### config.mk
export PLATFORM = sky130hd
export DESIGN_NAME = rdmx_xfer_sched
export DESIGN_NICKNAME = d
export VERILOG_FILES = /design/src/rtl/rdmx_sched_pkg.sv /design/src/rtl/rdmx_addr_fifo.sv /design/src/rtl/rdmx_xfer_sched.sv
export SDC_FILE = /design/constraint.sdc
export NUM_CORES = 1
export LEC_CHECK = 0
export BUFFER_PORTS_ARGS = -buffer_cell sky130_fd_sc_hd__buf_2
export CAP_MARGIN = 20
export CORE_UTILIZATION = 50
export CTS_BUF_LIST = sky130_fd_sc_hd__clkbuf_16
export CTS_CLUSTER_DIAMETER = 100
export DETAILED_ROUTE_END_ITERATION = 10
export GPL_ROUTABILITY_DRIVEN = 1
export PLACE_DENSITY = 0.82
export SLEW_MARGIN = 10
export SYNTH_ARGS = -nofsm -noshare
export SYNTH_HDL_FRONTEND = slang
export SYNTH_SLANG_ARGS = --single-unit
### constraint.sdc
create_clock -name clk -period 4.6 [get_ports clk]
set_input_delay 0.46 -clock clk [delete_from_list [all_inputs] [get_ports clk]]
set_output_delay 0.46 -clock clk [all_outputs]
set_load 0.01 [all_outputs]
### src/rtl/rdmx_sched_pkg.sv
// Shared types and defaults for the RDMX transfer scheduler.
package rdmx_sched_pkg;

  localparam int unsigned BLOCK_BYTES    = 32'h0010_0000;
  localparam int unsigned DEF_FIFO_DEPTH = 4;
  localparam int unsigned DEF_START_WAIT = 16;
  localparam int unsigned DEF_DONE_WAIT  = 1048576;

  typedef enum logic [1:0] {
    S_IDLE      = 2'd0,
    S_START     = 2'd1,
    S_WAIT_BUSY = 2'd2,
    S_WAIT_DONE = 2'd3
  } state_e;

endpackage

### src/rtl/rdmx_addr_fifo.sv
// Request address FIFO; ready reflects "not full" only, never the pop
// of the same cycle, and is held low while reset is asserted.
module rdmx_addr_fifo #(
  parameter int unsigned DEPTH = 4,
  parameter int unsigned WIDTH = 64
) (
  input  logic             clk,
  input  logic             reset,
  input  logic             in_valid_i,
  output logic             in_ready_o,
  input  logic [WIDTH-1:0] in_data_i,
  output logic             out_valid_o,
  input  logic             out_ready_i,
  output logic [WIDTH-1:0] out_data_o
);

  localparam int unsigned AW = $clog2(DEPTH);
  localparam logic [AW:0] FULL_CNT = (AW+1)'(DEPTH);

  logic [WIDTH-1:0] mem_q [DEPTH];
  logic [AW-1:0]    wr_ptr_q, rd_ptr_q;
  logic [AW:0]      count_q;
  logic             full, push, pop;

  assign full        = (count_q == FULL_CNT);
  assign in_ready_o  = ~full & ~reset;
  assign out_valid_o = (count_q != '0);
  assign out_data_o  = mem_q[rd_ptr_q];
  assign push        = in_valid_i & ~full;
  assign pop         = out_valid_o & out_ready_i;

  always_ff @(posedge clk) begin
    if (push) mem_q[wr_ptr_q] <= in_data_i;
  end

  always_ff @(posedge clk or posedge reset) begin
    if (reset) begin
      wr_ptr_q <= '0;
      rd_ptr_q <= '0;
      count_q  <= '0;
    end else begin
      if (push) wr_ptr_q <= wr_ptr_q + 1'b1;
      if (pop)  rd_ptr_q <= rd_ptr_q + 1'b1;
      case ({push, pop})
        2'b10:   count_q <= count_q + 1'b1;
        2'b01:   count_q <= count_q - 1'b1;
        default: count_q <= count_q;
      endcase
    end
  end

endmodule

### src/rtl/rdmx_xfer_sched.sv
// Issues queued 1 MiB block transfers to the DMA engine one at a time,
// with start/done watchdogs and sticky error flags.
//   state       | meaning
//   S_IDLE      | waiting for enable, a queued address and an idle engine
//   S_START     | dma_start pulse for the latched address
//   S_WAIT_BUSY | waiting for the engine to leave idle
//   S_WAIT_DONE | transfer running, waiting for idle again
module rdmx_xfer_sched
  import rdmx_sched_pkg::*;
#(
  parameter int unsigned FIFO_DEPTH = DEF_FIFO_DEPTH,
  parameter int unsigned START_WAIT = DEF_START_WAIT,
  parameter int unsigned DONE_WAIT  = DEF_DONE_WAIT
) (
  input  logic        clk,
  input  logic        reset,
  input  logic        enable,
  input  logic [63:0] req_addr,
  input  logic        req_valid,
  output logic        req_ready,
  output logic [63:0] dma_src_address,
  output logic        dma_start,
  input  logic        dma_idle,
  output logic        busy,
  output logic [31:0] xfer_count,
  output logic        err_null,
  output logic        err_timeout,
  input  logic        clear_err
);

  // The start cycle itself counts toward the start window.
  localparam logic [31:0] START_LOAD = 32'(START_WAIT - 1);
  localparam logic [31:0] DONE_LOAD  = 32'(DONE_WAIT);

  state_e      state_q, state_d;
  logic [63:0] addr_q, addr_d;
  logic        start_q, start_d;
  logic [31:0] cnt_q, cnt_d;
  logic [31:0] xfer_q, xfer_d;
  logic        enull_q, enull_d, eto_q, eto_d;
  logic        set_null, set_to;
  logic        fifo_valid, pop;
  logic [63:0] fifo_data;

  rdmx_addr_fifo #(.DEPTH(FIFO_DEPTH), .WIDTH(64)) u_fifo (
    .clk         (clk),
    .reset       (reset),
    .in_valid_i  (req_valid),
    .in_ready_o  (req_ready),
    .in_data_i   (req_addr),
    .out_valid_o (fifo_valid),
    .out_ready_i (pop),
    .out_data_o  (fifo_data)
  );

  assign pop = (state_q == S_IDLE) & enable & fifo_valid & dma_idle;

  always_comb begin
    state_d  = state_q;
    addr_d   = addr_q;
    start_d  = 1'b0;
    cnt_d    = cnt_q;
    xfer_d   = xfer_q;
    set_null = 1'b0;
    set_to   = 1'b0;
    case (state_q)
      S_IDLE: begin
        if (pop) begin
          if (fifo_data == '0) begin
            set_null = 1'b1;
          end else begin
            addr_d  = fifo_data;
            start_d = 1'b1;
            cnt_d   = '0;
            state_d = S_START;
          end
        end
      end
      S_START: begin
        cnt_d   = START_LOAD;
        state_d = S_WAIT_BUSY;
      end
      S_WAIT_BUSY: begin
        if (!dma_idle) begin
          cnt_d   = DONE_LOAD;
          state_d = S_WAIT_DONE;
        end else if (cnt_q <= 32'd1) begin
          set_to  = 1'b1;
          cnt_d   = '0;
          state_d = S_IDLE;
        end else begin
          cnt_d = cnt_q - 32'd1;
        end
      end
      S_WAIT_DONE: begin
        if (dma_idle) begin
          xfer_d  = xfer_q + 32'd1;
          cnt_d   = '0;
          state_d = S_IDLE;
        end else if (cnt_q != '0) begin
          // Flag fires once as the count reaches zero, then saturates.
          cnt_d  = cnt_q - 32'd1;
          set_to = (cnt_q == 32'd1);
        end
      end
      default: state_d = S_IDLE;
    endcase
    enull_d = (enull_q & ~clear_err) | set_null;
    eto_d   = (eto_q & ~clear_err) | set_to;
  end

  always_ff @(posedge clk or posedge reset) begin
    if (reset) begin
      state_q <= S_IDLE;
      addr_q  <= '0;
      start_q <= 1'b0;
      cnt_q   <= '0;
      xfer_q  <= '0;
      enull_q <= 1'b0;
      eto_q   <= 1'b0;
    end else begin
      state_q <= state_d;
      addr_q  <= addr_d;
      start_q <= start_d;
      cnt_q   <= cnt_d;
      xfer_q  <= xfer_d;
      enull_q <= enull_d;
      eto_q   <= eto_d;
    end
  end

  assign dma_src_address = addr_q;
  assign dma_start       = start_q;
  assign busy            = (state_q != S_IDLE);
  assign xfer_count      = xfer_q;
  assign err_null        = enull_q;
  assign err_timeout     = eto_q;

endmodule

==> results.md <==
- Outcome: finished, final reports clean
- DIE AREA: 0.0328 sq mm
- CP max stage cell: dfrtp_4
- Clk Latency, worst-skew pair: 0.54 ns
- Family with the most delay on the worst path: simple AND/OR/NAND/NOR gates
- Tmin final: 3.81 ns
- Initial DRC Count: 766
- Clock Sinks: 396
- Post-DRT Antenna Nets: 0
- Syn Inst Count: 914
- Max-slew violation count: 0
- Cts bufs inserted: 41
- WS Path Type: flip-flop to flip-flop
- Critical-path maximum fanout: 37
- Crit path cell chain: buf_12, mux4_2, nor4_1, nand4_1, nor4_4, nor2_4, buf_4, mux2_4
- Crit path depth: 8
- Reg2reg setup slack: 0.79 ns
- Clock power share: 0.267
- Core area: 0.0316 sq mm
- Crit Reg-Reg Startpoint: u_fifo.rd_ptr_q[1]
- GRT overflow: 0
- Nets: 1181
- WL/cell: 21.9 um
- # Max-Cap Violations: 0
- Hold WS: 0.131 ns
- RSZ-0062 raised after global routing: no
- Die Y: 181 um
- First-pass GRT wire length: 52500 um
- Post-route DRC: 0
- Logic gate share of total power: 0.312
- Crit. End Element: flip-flop
- Startpoint types: flip-flop
- Predominant post-synthesis flop cell: edfxtp_1
- Final Setup Violations: 0
- Synthesized flop and latch total: 396
- Die span in x: 181 um
- Synth Net Count: 993
- Post-synthesis sequential area ratio: 0.699
- Vias: 8972
- Synth unique cells: 53
- Area growth from synthesis to layout: 17.1%
- Finished Layout Cells: 1542
- Period Utilization, post-route: 0.827
- Port bufs: 170
- Mapped Avg Cell Area: 17.5 sq um
- Number of synthesized flops with an enable pin: 256
- Vias in the first global route: 9116
- Max Freq: 263 MHz
- Post-synth top area share: 0.480
- Routed WL: 33700 um
- Effective utilization at floorplan: 0.508
- Clock buffer depth: 3
- Top cells by area, synth: edfxtp_1 48%, dfrtp_1 22%, mux4_2 9.0%, mux2_4 5.8%, xnor2_1 1.6%
- Clk slew on worst S/H paths: 0.06 ns
- PostCTS Resize Cnt: 0
- Clock root buffer: clkbuf_16
- CP Buf/Inv Count: 2
- Final hold violations: 0
- Yosys warning count: 0
- LEAKAGE: 7.27 nW
- DP Cell Count: 1459
- CP max stage delay: 0.74 ns
- Worst Skew: 0.0187 ns
- Gp weighted congestion: 0.888
- Worst Path Required: 5.02 ns
- Initial antenna violation count: 6
- Rows: 65
- CTS tree: yes
- Slew HR: 0.284
- Yosys top cell by area: edfxtp_1
- Sequential power share: 0.421
- Switch Pwr: 0.00417 W
- Internal Dissipation: 0.00859 W
- Worst r2r path cells: 8
- Share of synthesized flip-flops with an asynchronous set or reset: 0.354
- Largest net degree at the start of global routing: 114
- Final Power: 0.0128 W
- Power per Cell Area: 681 mW/mm^2
- Worst EP arrival: 4.23 ns
- Slew @ Worst Pin: 1.07 ns
- Num ports: 171
- Drt via density: 5.82
- FF-to-FF End: dma_src_address[8]
- Setup tns final: 0 ns
- Worst setup path end: dma_src_address[8]
- Mapped Area: 0.0160 sq mm
- Share of layout cells above drive strength 1: 0.339
- Switching share of total power: 0.327
- Worst hold path type: input pin to flip-flop
- Worst setup path start: u_fifo.rd_ptr_q[1]
- Gr usage total: 0.209
- Worst VDD drop: 0.000534 V
- Post-DP HPWL: 21100 um
- First drt pass iteration count: 5
- H-tree levels: 2
[Yosys cell counts (14+ instances only)]
cell      count
nand4_1      15
inv_1        20
mux4_2       64
mux2_4       62
o21ai_1      22
nand3_1      27
nand2_1      47
nor2_1       20
a31oi_1      16
clkbuf_1     14
xnor2_1      29
dfrtp_1     140
edfxtp_1    256
nor4_1       37
[registers in the layout, indices dropped and copies added (netlist names)]
register and cells:
u_fifo.count_q 3, u_fifo.rd_ptr_q 2, cnt_q 32, dma_start 1
xfer_count 32, err_null 1, u_fifo.mem_q 256, err_timeout 1
dma_src_address 64, u_fifo.wr_ptr_q 2, state_q 2
[timing repair]
item,in CTS,in global routing
setup buffers,0,0
hold buffers,0,1
endpoints found under the setup margin,0,0
endpoints found under the hold margin,0,28
[cell type report]
cell class | count | area [sq um]
Fill cell | 2262 | 12800
Clock buffer | 43 | 1080
Multi-Input combinational cell | 459 | 4530
Timing Repair Buffer | 184 | 1020
Inverter | 20 | 80.1
Clock inverter | 33 | 333
Sequential cell | 396 | 11200
Tap cell | 402 | 503
Antenna cell | 5 | 12.5
[metal layers]
metal | wire length [um] | vias up | share of wire | GRT usage
met5 | 27 | - | 0.00080 | 0
met4 | 843 | 4 | 0.025 | 0.0620
met3 | 2440 | 61 | 0.072 | 0.0433
met2 | 16600 | 309 | 0.49 | 0.341
met1 | 13900 | 4603 | 0.41 | 0.284
li1 | - | 3995 | - | -
[kinds of logic (layout without fill, tap and decap cells)]
group	after synthesis	count (layout)	synth area share
multiplexers	131	131	0.152
AND/OR/NAND/NOR	197	197	0.0660
other	0	5	0
adder cells (fa/ha/maj)	9	9	0.00750
flip-flops	396	396	0.699
AO/OA/AOI/OAI	83	83	0.0355
buffers and inverters	59	280	0.0195
XOR/XNOR	39	39	0.0213
[worst min-delay path by stage]
| stage | slack (ns) | cells after the start | to | startpoint |
|---|---|---|---|---|
| floorplan | 0.48 | 1 | u_fifo.count_q[2] | u_fifo.count_q[2] |
| detailed placement | 0.48 | 1 | xfer_count[31] | xfer_count[31] |
| global placement | 0.47 | 1 | dma_src_address[62] | dma_src_address[62] |
| finish | 0.13 | 1 | u_fifo.mem_q[0][47] | req_addr[47] |
| CTS | 0.12 | 1 | u_fifo.mem_q[3][49] | req_addr[49] |
| global route | 0.13 | 1 | u_fifo.mem_q[2][36] | req_addr[36] |
[worst reg2reg max path, cell delays in order, from the launching register on]
cell,delay (ns)
dfrtp_4,0.74
buf_12,0.31
mux4_2,0.41
nor4_1,0.55
nand4_1,0.27
nor4_4,0.48
nor2_4,0.27
buf_4,0.32
mux2_4,0.34
[metrics by stage]
stage	setup slack, ns	utilization	instance area [sq um]
2_1_floorplan	0.387	-	16000
3_3_place_gp	0.852	0.548	17300
3_5_place_dp	0.828	0.548	17300
4_1_cts	0.811	0.593	18700
5_1_grt	0.617	0.594	18700
6_report	0.795	0.594	18800
[power groups by stage]
stage               Clock [W]  Sequential, W  Combinational, W
finish                0.00340        0.00538           0.00398
global placement            0        0.00537           0.00386
CTS                   0.00347        0.00537           0.00401
global route          0.00358        0.00546           0.00430
detailed placement          0        0.00541           0.00399
floorplan                   0        0.00532           0.00280
[cell usage in the layout, fill, tap and decap left out, types with 4 or more instances in the layout]
master / netlist / layout
nand2_1: 47 / 47
a31oi_1: 16 / 16
buf_4: 7 / 9
nand3_1: 27 / 27
clkbuf_16: 0 / 43
o211ai_1: 7 / 7
clkinv_1: 0 / 6
or3_1: 13 / 13
o21ai_0: 8 / 8
ha_1: 8 / 8
nor2_1: 20 / 19
diode_2: 0 / 5
a21oi_1: 6 / 6
nor3_1: 9 / 9
mux2_1: 4 / 4
dfrtp_1: 140 / 138
or4_1: 9 / 9
o21ai_1: 22 / 22
and2_4: 0 / 4
and3_1: 9 / 9
clkinv_2: 0 / 10
nor4_1: 37 / 37
nand4_1: 15 / 15
inv_1: 20 / 26
mux2_4: 62 / 62
buf_2: 9 / 170
mux4_2: 64 / 64
xnor2_1: 29 / 29
bufinv_16: 0 / 6
edfxtp_1: 256 / 256
xor2_1: 10 / 10
(Power assumes the default switching activity.)
